==> src/rtl/sync_debounce_edge.sv <==
// Synchronizes a raw asynchronous level, debounces it with a 4-state FSM and
// produces a registered level (q/qb) plus single-cycle rise/fall strobes.
module sync_debounce_edge #(
    parameter int SYNC_STAGES     = 2,
    parameter int DEBOUNCE_CYCLES = 4
) (
    input  logic clk,
    input  logic rst,
    input  logic d,
    input  logic en,
    output logic q,
    output logic qb,
    output logic rise,
    output logic fall,
    output logic busy
);

    localparam int CNT_W = $clog2(DEBOUNCE_CYCLES) + 1;
    localparam logic [CNT_W-1:0] CNT_MAX = CNT_W'(DEBOUNCE_CYCLES - 1);

    typedef enum logic [1:0] {
        STABLE_LO = 2'd0,
        PEND_HI   = 2'd1,
        STABLE_HI = 2'd2,
        PEND_LO   = 2'd3
    } state_t;

    logic [SYNC_STAGES-1:0] sync;
    logic                   s;
    state_t                 state;
    state_t                 state_nxt;
    logic [CNT_W-1:0]       cnt;
    logic [CNT_W-1:0]       cnt_nxt;
    logic                   q_nxt;
    logic                   rise_nxt;
    logic                   fall_nxt;
    logic                   busy_nxt;

    assign s = sync[SYNC_STAGES-1];

    // Synchronizer chain runs every cycle regardless of en.
    always_ff @(posedge clk) begin
        if (rst) begin
            sync <= {SYNC_STAGES{1'b0}};
        end else begin
            sync <= {sync[SYNC_STAGES-2:0], d};
        end
    end

    // Next-state and output logic; en=0 freezes state, counter and level.
    always_comb begin
        state_nxt = state;
        cnt_nxt   = cnt;
        q_nxt     = q;
        rise_nxt  = 1'b0;
        fall_nxt  = 1'b0;
        if (en) begin
            case (state)
                STABLE_LO: begin
                    if (s) begin
                        state_nxt = PEND_HI;
                        cnt_nxt   = CNT_W'(1);
                    end else begin
                        state_nxt = STABLE_LO;
                    end
                end
                PEND_HI: begin
                    if (!s) begin
                        state_nxt = STABLE_LO;
                        cnt_nxt   = '0;
                    end else if (cnt == CNT_MAX) begin
                        state_nxt = STABLE_HI;
                        q_nxt     = 1'b1;
                        rise_nxt  = 1'b1;
                        cnt_nxt   = '0;
                    end else begin
                        cnt_nxt = cnt + CNT_W'(1);
                    end
                end
                STABLE_HI: begin
                    if (!s) begin
                        state_nxt = PEND_LO;
                        cnt_nxt   = CNT_W'(1);
                    end else begin
                        state_nxt = STABLE_HI;
                    end
                end
                PEND_LO: begin
                    if (s) begin
                        state_nxt = STABLE_HI;
                        cnt_nxt   = '0;
                    end else if (cnt == CNT_MAX) begin
                        state_nxt = STABLE_LO;
                        q_nxt     = 1'b0;
                        fall_nxt  = 1'b1;
                        cnt_nxt   = '0;
                    end else begin
                        cnt_nxt = cnt + CNT_W'(1);
                    end
                end
                default: begin
                    state_nxt = STABLE_LO;
                    cnt_nxt   = '0;
                    q_nxt     = 1'b0;
                end
            endcase
        end else begin
            state_nxt = state;
        end
        busy_nxt = (state_nxt == PEND_HI) || (state_nxt == PEND_LO);
    end

    // State register and registered outputs; busy tracks the pending states.
    always_ff @(posedge clk) begin
        if (rst) begin
            state <= STABLE_LO;
            cnt   <= '0;
            q     <= 1'b0;
            qb    <= 1'b1;
            rise  <= 1'b0;
            fall  <= 1'b0;
            busy  <= 1'b0;
        end else begin
            state <= state_nxt;
            cnt   <= cnt_nxt;
            q     <= q_nxt;
            qb    <= ~q_nxt;
            rise  <= rise_nxt;
            fall  <= fall_nxt;
            busy  <= busy_nxt;
        end
    end

endmodule

==> config.mk <==
export PLATFORM = sky130hd
export DESIGN_NAME = sync_debounce_edge
export DESIGN_NICKNAME = d
export VERILOG_FILES = /design/src/rtl/sync_debounce_edge.sv
export SDC_FILE = /design/constraint.sdc
export NUM_CORES = 1
export LEC_CHECK = 0
export ABC_AREA = 1
export CORE_AREA = 4 4 41 43
export DETAILED_ROUTE_END_ITERATION = 8
export DIE_AREA = 0 0 45 47
export DONT_BUFFER_PORTS = 1
export PLACE_DENSITY = 0.61
export SLEW_MARGIN = 20
export SYNTH_ARGS = -nofsm -noshare
export SYNTH_HDL_FRONTEND = slang
export SYNTH_SLANG_ARGS = --single-unit
export TNS_END_PERCENT = 50
==> constraint.sdc <==
create_clock -name clk -period 1.3 [get_ports clk]
set_clock_uncertainty 0.05 [all_clocks]
set_input_delay 0.195 -clock clk [delete_from_list [all_inputs] [get_ports clk]]
set_output_delay 0.195 -clock clk [all_outputs]
set_load 0.02 [all_outputs]
Word level (Yosys, flattened, before mapping)
Index checks and enable logic that the tools add are counted.

operators by class
  bitwise logic cells = 5
  multiplexer cells = 21
  eq/ne operators = 8
  $add $sub $neg = 1
  reductions and logical operators = 5

operators with widths
  kind                                                                    number
  3-bit 2-to-1 mux                                                        5
  3-bit one-hot mux with 4 select lines                                   1
  2-bit 2-to-1 mux                                                        5
  1-bit 2-to-1 mux                                                        8
  2-bit one-hot mux with 4 select lines                                   1
  4-bit OR reduction                                                      2
  2-bit equality test (second input constant)                             3
  1-bit NOT                                                               5
  2-bit by 1-bit equality test with 1-bit output (second input constant)  2
  2-bit inequality test (second input constant)                           2
  3-bit by 1-bit adder with 3-bit output (second input constant)          1
  3-bit by 2-bit equality test with 1-bit output (second input constant)  1
  3-bit AND reduction                                                     1
  2-bit logical NOT                                                       1
  1-bit one-hot mux with 2 select lines                                   1
  1-bit logical OR                                                        1

storage, ports and cells
  output and inout bits = 5
  bits of input ports = 4
  logic and storage cells = 48
  bits in registers = 12

Logic depth before layout (Yosys ltp)
Gate-level depths: netlist of run 1.

  depth in word-level cells = 7
  gate-level depth with buffers = 7
  mapped depth without buffers = 7

Least setup slack after synthesis of run 1
OpenSTA, ideal clock, no wires.

  path type = register to register
  start point = register (tool-made name)
  end point = register (tool-made name)
  required time = 1.186 ns
  period minus slack after synthesis = 1.152 ns
  slack = 0.148 ns
  arrival = 1.038 ns
  buffers on the path = 1
  library setup time = 0.064 ns
  cell stages (with the launch flop) = 8
  cells stage by stage = dfxtp_1 buf_4 nand2_2 inv_2 nand3_1 nor2_1 nor2_1 nor2_1

==> impl_metrics.env, run 1 <==
export IMPL_p_clk_share_pct=38.1
export IMPL_synth_cell_type_count=17
export IMPL_area_growth_pct=16.1
export IMPL_setup_viol=0
export IMPL_fp_coreArea_um2=1300
export IMPL_cp_buffers_inverters=2
export IMPL_p_sw_uw=142
export IMPL_tightest_slew_ns=0.291
export IMPL_fin_nets=92
export IMPL_drt_total_wl_mm=1.08
export IMPL_yosysSeqAreaShare_pct=41.6
export IMPL_startpoint_type="flip-flop"
export IMPL_relSlewSlack_pct=80.5
export IMPL_path_cells="buf_4, buf_4"
export IMPL_power_density_nw_per_um2=1000
export IMPL_cts_setup_buffers=0
export IMPL_seqPwrFrac_pct=56.4
export IMPL_fin_util_pct=47.2
export IMPL_switching_share_pct=23.0
export IMPL_status="finished clean"
export IMPL_overflow=0
export IMPL_drt_pre_antenna_iters=4
export IMPL_dpl_hpwl_um=786
export IMPL_critPathArrivalTime_ns=0.95
export IMPL_final_cells=101
export IMPL_place_inst=95
export IMPL_place_congestion=0.852
export IMPL_ys_seq_elements=11
export IMPL_cts_tree="done"
export IMPL_hold_violations=0
export IMPL_finalMaxSlewViolations=0
export IMPL_fillCellCount=143
export IMPL_hp_class="in -> reg"
export IMPL_die_area_um2=2120
export IMPL_tns_ns=0
export IMPL_rows=13
export IMPL_drive_gt1_share_pct=17.4
export IMPL_vdd_ir_drop_max_v=0.000503
export IMPL_crit_fanout=7
export IMPL_cp_top_family="flip-flops"
export IMPL_post_route_min_period_ns=1.19
export IMPL_ant_nets=0
export IMPL_io_buffers=0
export IMPL_required_ns=1.05
export IMPL_p_leak_nw=0.251
export IMPL_hold_ws_ns=0.0482
export IMPL_rsz0062_at_grt="false"
export IMPL_grt_total_usage_pct=12.3
export IMPL_cts_buffers=3
export IMPL_grt_pass1_vias=449
export IMPL_cts_max_level=1
export IMPL_root_buffer="clkbuf_4"
export IMPL_grt_pass1_wl_mm=1.86
export IMPL_vias=488
export IMPL_clock_latency_ns=0.27
export IMPL_clk_transition_reported_paths_ns=0.08
export IMPL_power_uw=616
export IMPL_internal_power_uw=474
export IMPL_path_class="reg -> out"
export IMPL_cap_violations=0
export IMPL_die_height_um=47
export IMPL_antenna_found_initial=0
export IMPL_io_pins=9
export IMPL_postSynthCellCount=79
export IMPL_yosysWarnings=0
export IMPL_syn_cell_area_um2=529
export IMPL_vias_per_cell=4.83
export IMPL_wl_per_cell_um=10.7
export IMPL_setup_worst_path_end_class="output pin"
export IMPL_drc=0
export IMPL_grt_max_degree=8
export IMPL_slowest_delay_ns=0.41
export IMPL_fp_dieW_um=45
export IMPL_synth_nets=84
export IMPL_n_antenna_cell=0
export IMPL_avgSynthCellArea_um2=6.70
export IMPL_combPwrFrac_pct=5.5
export IMPL_clk_path_buf_depth=2
export IMPL_cts_sinks=11
export IMPL_initial_utilization_pct=40.7
export IMPL_cp_common_cell="buf_4"
export IMPL_fin_crit_sh_pct=91.8
export IMPL_cp_slowest_cell="dfxtp_2"
export IMPL_max_freq_mhz=838
export IMPL_drtIter0Drc=5
-- power by group through the flow --
stage          Clock [mW]  Sequential [mW]  Combinational (mW)
2_1_floorplan           0            0.354              0.0247
3_3_place_gp            0            0.355              0.0258
3_5_place_dp            0            0.355              0.0260
4_1_cts             0.244            0.347              0.0343
5_1_grt             0.262            0.349              0.0390
6_report            0.235            0.347              0.0341
-- Yosys cell counts, drive strengths merged --
cell	count	share of area, %
ha	1	2.4
inv	14	9.9
nand4	1	1.2
a21oi	6	6.4
dfxtp	11	42
o21ai	2	1.9
nor2	11	8.3
o21bai	1	1.4
nand3	8	7.6
buf	2	2.4
nor3	2	1.9
nand2	20	15
-- kinds of logic after synthesis --
kind of cell / synth area share [%]
buf+inv: 12.3
fa+ha+maj: 2.36
simple gates: 34.0
flops: 41.6
compound gates: 9.69
-- per-stage QoR --
step	instance area [um^2]	setup slack, ns
after detailed placement	558	0.0398
final	614	0.106
after global routing	614	0.0331
after floorplan	529	0.148
after global placement	558	0.0742
after CTS	604	0.00699
-- worst paths after layout --
check	end	slack, ns	depth (start not counted)	startpoint
max	busy	0.11	2	flip-flop
min	rise$_SDFF_PP0_	0.05	2	en
max reg2reg	flip-flop	0.14	6	cnt[0]$_SDFFE_PP0P_
min reg2reg	sync[1]$_SDFF_PP0_	0.36	2	sync[0]$_SDFF_PP0_
-- what timing repair did --
| item | 4_1_cts | 5_1_grt |
|---|---|---|
| hold endpoints to repair | 7 | 0 |
| hold buffers | 2 | 0 |
| resized for setup | 0 | 4 |
| setup endpoints to repair | 0 | 7 |
-- cell usage in the layout (no fill, tap or decap), types with 2 or more instances in the layout --
master          n
nand2_1        18
inv_1          12
nor2_1          9
dfxtp_1         9
nand3_1         8
a21oi_1         5
clkbuf_4        3
buf_4           3
nand2_2         2
inv_2           2
o21ai_0         2
nor3_1          2
dfxtp_2         2
dlygate4sd3_1   2
-- layer usage --
layer  track usage (%)  vias to the layer above  part of all wire (%)
met5                 0                        -                     0
met4              5.26                        0                   1.0
met3              3.83                        2                   5.0
met2              20.1                       11                    45
met1              15.0                      215                    48
li1                  -                      260                     -
-- worst reg2reg max path: stages (launching register included) --
cell and delay [ns]:
dfxtp_2 0.34, ha_1 0.16, inv_1 0.08, nor2_4 0.12
nand2_1 0.08, o21bai_1 0.14, a21oi_1 0.08
-- area by class of cell --
type | count | area (um^2) | area share (%)
Sequential cell | 11 | 223 | 36.3
Timing Repair Buffer | 5 | 42.5 | 6.92
Tap cell | 15 | 18.8 | 3.05
Multi-Input combinational cell | 52 | 251 | 40.9
Clock buffer | 4 | 26.3 | 4.28
Inverter | 14 | 52.6 | 8.55
No activity file was read; power rests on OpenSTA's default activity.
==> inputs of run 2 (changes only) <==
Settings changed: CELL_PAD_IN_SITES_DETAIL_PLACEMENT set to 0, CELL_PAD_IN_SITES_GLOBAL_PLACEMENT set to 2, CORE_AREA 4 4 41 43 to not set, CORE_MARGIN set to 4, CORE_UTILIZATION set to 30, DIE_AREA 0 0 45 47 to not set, PLACE_DENSITY 0.61 to 0.77.
==> run 2 against run 1 <==
Critical path depth increased by 5. Hold slack improved by 0.0011 ns. Die area increased by 18%. Utilization decreased by 7.6 points. Clock power decreased by 3%. Combinational power increased by 8.2%. Largest cell class unchanged. Highest routed layer unchanged.
==> impl_metrics.env, run 2 (synthesized netlist as in run 1, its figures left out) <==
export IMPL_grt_pass1_vias=447
export IMPL_dpl_hpwl_um=893
export IMPL_die_area_um2=2500
export IMPL_wl_per_cell_um=10.5
export IMPL_vias=493
export IMPL_cp_common_cell="nor2_1"
export IMPL_fin_crit_sh_pct=91.4
export IMPL_rows=14
export IMPL_fp_dieW_um=50
export IMPL_relSlewSlack_pct=79.7
export IMPL_critPathArrivalTime_ns=1.34
export IMPL_drive_gt1_share_pct=17.2
export IMPL_vdd_ir_drop_max_v=0.000394
export IMPL_clock_latency_ns=0.26
export IMPL_fin_nets=93
export IMPL_antenna_found_initial=0
export IMPL_placed_area_um2=577
export IMPL_n_antenna_cell=0
export IMPL_drt_pre_antenna_iters=4
export IMPL_startpoint_type="flip-flop"
export IMPL_cp_buffers_inverters=1
export IMPL_place_congestion=0.804
export IMPL_crit_fanout=4
export IMPL_cts_setup_buffers=0
export IMPL_initial_utilization_pct=33.2
export IMPL_power_uw=612
export IMPL_setup_viol=0
export IMPL_setup_slack_ns=0.112
export IMPL_clk_transition_reported_paths_ns=0.07
export IMPL_setup_worst_path_end_class="flip-flop"
export IMPL_power_density_nw_per_um2=969
export IMPL_path_cells="ha_1, inv_1, nor2_4, nand3_1, nor2_1, nor2_1, nor2_1"
export IMPL_hold_ws_ns=0.0493
export IMPL_required_ns=1.45
export IMPL_cts_sinks=11
export IMPL_place_inst=105
export IMPL_io_buffers=0
export IMPL_hold_violations=0
export IMPL_mostFrequentLayoutCell="nand2_1"
export IMPL_cp_slowest_cell="dfxtp_1"
export IMPL_max_freq_mhz=841
export IMPL_cp_top_family="simple AND/OR/NAND/NOR gates"
export IMPL_fp_coreArea_um2=1590
export IMPL_grt_total_usage_pct=11.2
export IMPL_p_leak_nw=0.256
export IMPL_rrSetupSlack_ns=0.11
export IMPL_cts_max_level=1
export IMPL_cap_violations=0
export IMPL_cts_tree="done"
export IMPL_slowest_delay_ns=0.35
export IMPL_tightest_slew_ns=0.304
export IMPL_dpl_worst_slack_ns=-0.0144
export IMPL_drc=0
export IMPL_grt_pass1_wl_mm=2.04
export IMPL_mostFrequentLayoutCells="nand2_1, inv_1, dfxtp_1, nor2_1, nand3_1"
export IMPL_drt_total_wl_mm=1.16
export IMPL_final_cells=111
export IMPL_drtIter0Drc=11
export IMPL_design_area_um2=632
export IMPL_rsz0062_at_grt="false"
export IMPL_cts_buffers=3
export IMPL_grt_max_degree=8
export IMPL_overflow=0
export IMPL_path_class="reg -> reg"
export IMPL_area_growth_pct=19.4
export IMPL_status="finished clean"
export IMPL_finalMaxSlewViolations=0
export IMPL_hp_class="in -> reg"
export IMPL_die_height_um=50
export IMPL_post_route_min_period_ns=1.19
export IMPL_ant_nets=0
export IMPL_vias_per_cell=4.44
export IMPL_io_pins=9
export IMPL_clk_path_buf_depth=2
export IMPL_root_buffer="clkbuf_4"
==> run 2: changes by cell type in the layout (fill, tap and decap cells not counted), sizes merged <==
cell,change
buf,+1
==> run 2: final cells by class <==
type	instances	area (um^2)
Fill cell	177	962
Multi-Input combinational cell	52	251
Sequential cell	11	221
Inverter	14	52.6
Timing Repair Buffer	6	50.0
Tap cell	24	30.0
Clock buffer	4	26.3
==> run 2: power breakdown <==
| group | leakage, nW | internal, mW | switching, mW |
|---|---|---|---|
| logic | 0.151 | 0.0152 | 0.0216 |
| clock network | 0.0150 | 0.119 | 0.110 |
| registers | 0.0897 | 0.342 | 0.00499 |
| total | 0.256 | 0.476 | 0.136 |
==> run 2: what timing repair did <==
item,4_1_cts,5_1_grt
gates resized for setup,1,2
hold buffers,2,0
cloned,0,0
setup endpoints to repair,1,4
hold endpoints to repair,7,0
==> run 2: tightest hold or removal path: stages <==
cell and delay (ns):
inv_1 0.04, nand2_1 0.05, a21oi_1 0.03
==> run 2: routing by layer <==
layer  part of all wire, %  track usage (%)
met5                     0                0
met1                    48             13.1
met3                   5.9             6.63
met2                    44             16.5
met4                   1.1             4.15
==> run 2: per-stage QoR <==
| stage | utilization [%] | setup TNS (ns) |
|---|---|---|
| CTS | 39.2 | 0 |
| global route | 39.6 | 0 |
| detailed placement | 36.2 | -0.0144 |
| floorplan | - | 0 |
| global placement | 36.2 | 0 |
| finish | 39.6 | 0 |
==> run 2: path summary, 6_finish.rpt <==
kind	to	depth (start not counted)	start
setup reg to reg	flip-flop	7	cnt[0]$_SDFFE_PP0P_
hold reg to reg	sync[1]$_SDFF_PP0_	2	sync[0]$_SDFF_PP0_
hold / removal	cnt[2]$_SDFFE_PP0P_	3	rst
setup / recovery	flip-flop	7	cnt[0]$_SDFFE_PP0P_
==> inputs of run 3 (changes only) <==
Settings changed: CELL_PAD_IN_SITES_DETAIL_PLACEMENT 0 to not set, CELL_PAD_IN_SITES_GLOBAL_PLACEMENT 2 to not set, CORE_AREA set to 5 5 42 44, CORE_MARGIN 4 to not set, CORE_UTILIZATION 30 to not set, DIE_AREA set to 0 0 47 49, PLACE_DENSITY 0.77 to 0.61.
==> run 3 against run 2 <==
Cell area shrank 2.6%. Clock power rose by 2%. Register-to-register slack better by 0.04 ns. Cell count fell by 8.1%. Sequential cell count unchanged. Combinational power is 7.9% lower. Routed wire length is 7.8% lower. Global-route usage shrank 0.20 points. Via count increased by 0.41%. Largest power group unchanged.
==> impl_metrics.env, run 3 (synthesized netlist as in run 1, its figures left out) <==
export IMPL_reg2reg_depth=6
export IMPL_drt_pre_antenna_iters=4
export IMPL_initial_utilization_pct=37.8
export IMPL_setup_viol=0
export IMPL_path_class="reg -> out"
export IMPL_fin_crit_sh_pct=92.0
export IMPL_vias_per_cell=4.85
export IMPL_drt_total_wl_mm=1.07
export IMPL_finalMaxSlewViolations=0
export IMPL_p_leak_nw=0.251
export IMPL_cts_sinks=11
export IMPL_hold_ws_ns=0.0461
export IMPL_clock_latency_ns=0.27
export IMPL_cts_max_level=1
export IMPL_tns_ns=0
export IMPL_rrSetupSlack_ns=0.15
export IMPL_cp_buffers_inverters=2
export IMPL_slowest_delay_ns=0.41
export IMPL_rows=14
export IMPL_dpl_worst_slack_ns=0.0426
export IMPL_io_buffers=0
export IMPL_cp_depth=2
export IMPL_place_congestion=0.856
export IMPL_hold_violations=0
export IMPL_area_growth_pct=16.3
export IMPL_dpl_hpwl_um=801
export IMPL_status="finished clean"
export IMPL_fin_util_pct=43.9
export IMPL_path_cells="buf_4, buf_4"
export IMPL_r2r_end="qb$_SDFF_PP1_"
export IMPL_place_inst=96
export IMPL_root_buffer="clkbuf_4"
export IMPL_r2r_start="cnt[0]$_SDFFE_PP0P_"
export IMPL_fin_nets=92
export IMPL_grt_max_degree=8
export IMPL_final_cells=102
export IMPL_n_antenna_cell=0
export IMPL_clk_transition_reported_paths_ns=0.07
export IMPL_ant_nets=0
export IMPL_mostFrequentLayoutCell="nand2_1"
export IMPL_grt_pass1_vias=436
export IMPL_io_pins=9
export IMPL_cp_top_family="flip-flops"
export IMPL_design_area_um2=616
export IMPL_max_freq_mhz=836
export IMPL_power_density_nw_per_um2=997
export IMPL_cp_common_cell="buf_4"
export IMPL_cts_tree="done"
export IMPL_min_path_cells=3
export IMPL_critPathArrivalTime_ns=0.95
export IMPL_startpoint_type="flip-flop"
export IMPL_relSlewSlack_pct=79.7
export IMPL_drive_gt1_share_pct=17.4
export IMPL_overflow=0
export IMPL_hp_class="in -> reg"
export IMPL_rsz0062_at_grt="false"
export IMPL_tightest_slew_ns=0.303
export IMPL_cts_buffers=3
export IMPL_wl_per_cell_um=10.5
export IMPL_power_uw=614
export IMPL_cap_violations=0
export IMPL_vias=495
export IMPL_post_route_min_period_ns=1.20
export IMPL_setup_worst_path_end_class="output pin"
export IMPL_fp_dieW_um=47
export IMPL_drc=0
export IMPL_clk_path_buf_depth=2
export IMPL_placed_area_um2=559
export IMPL_fp_coreArea_um2=1400
export IMPL_antenna_found_initial=0
export IMPL_setup_slack_ns=0.104
export IMPL_die_area_um2=2300
export IMPL_cp_slowest_cell="dfxtp_2"
export IMPL_grt_pass1_wl_mm=1.86
export IMPL_vdd_ir_drop_max_v=0.000429
export IMPL_crit_fanout=7
export IMPL_mostFrequentLayoutCells="nand2_1, inv_1, nor2_1, dfxtp_1, nand3_1"
export IMPL_die_height_um=49
export IMPL_worstHoldEndpoint="cnt[2]$_SDFFE_PP0P_"
export IMPL_hp_start="rst"
export IMPL_grt_total_usage_pct=11.0
export IMPL_drtIter0Drc=15
export IMPL_required_ns=1.05
## run 3: cell types whose count changed in the layout (fill, tap and decap cells not counted)
cell / change
buf_4: -1
dfxtp_1: -1
dfxtp_2: +1
## run 3: final cells by class
type	count	area (um^2)
Fill cell	151	786
Multi-Input combinational cell	52	251
Sequential cell	11	223
Inverter	14	52.6
Timing Repair Buffer	5	42.5
Clock buffer	4	26.3
Tap cell	16	20.0
## run 3: where the power goes
part	internal [mW]	switching, mW
logic	0.0138	0.0202
clock network	0.119	0.113
registers	0.342	0.00575
total	0.475	0.139
## run 3: what timing repair did
action	4_1_cts	5_1_grt
resized for setup	1	3
pin swaps	0	0
hold buffers	2	0
buffers inserted	0	0
hold endpoints to repair	7	0
endpoints found under the setup margin	1	6
## run 3: how the worst max path moves through the flow
stage | from | slack [ns] | end
after global routing | cnt[1]$_SDFFE_PP0P_ | 0.02 | flip-flop
final | flip-flop | 0.10 | busy
after detailed placement | cnt[0]$_SDFFE_PP0P_ | 0.04 | flip-flop
after floorplan | flip-flop | 0.15 | flip-flop
after CTS | cnt[0]$_SDFFE_PP0P_ | 0.03 | flip-flop
after global placement | cnt[0]$_SDFFE_PP0P_ | 0.08 | flip-flop
## run 3: worst register-to-register path, stage by stage, from the launching register on
cell	delay [ns]
dfxtp_2	0.34
ha_1	0.16
nand2_1	0.11
o21ai_0	0.19
nand2_1	0.07
nand3_1	0.07
nand2_1	0.05
## run 3: layer usage
layer  vias to the layer above  routed length [um]  global-route usage (%)
li1                        260                   -                       -
met1                       216                 474                    13.8
met2                        15                 489                    15.2
met3                         4                  86                    6.27
met4                         0                  18                    4.15
met5                         -                   0                       0
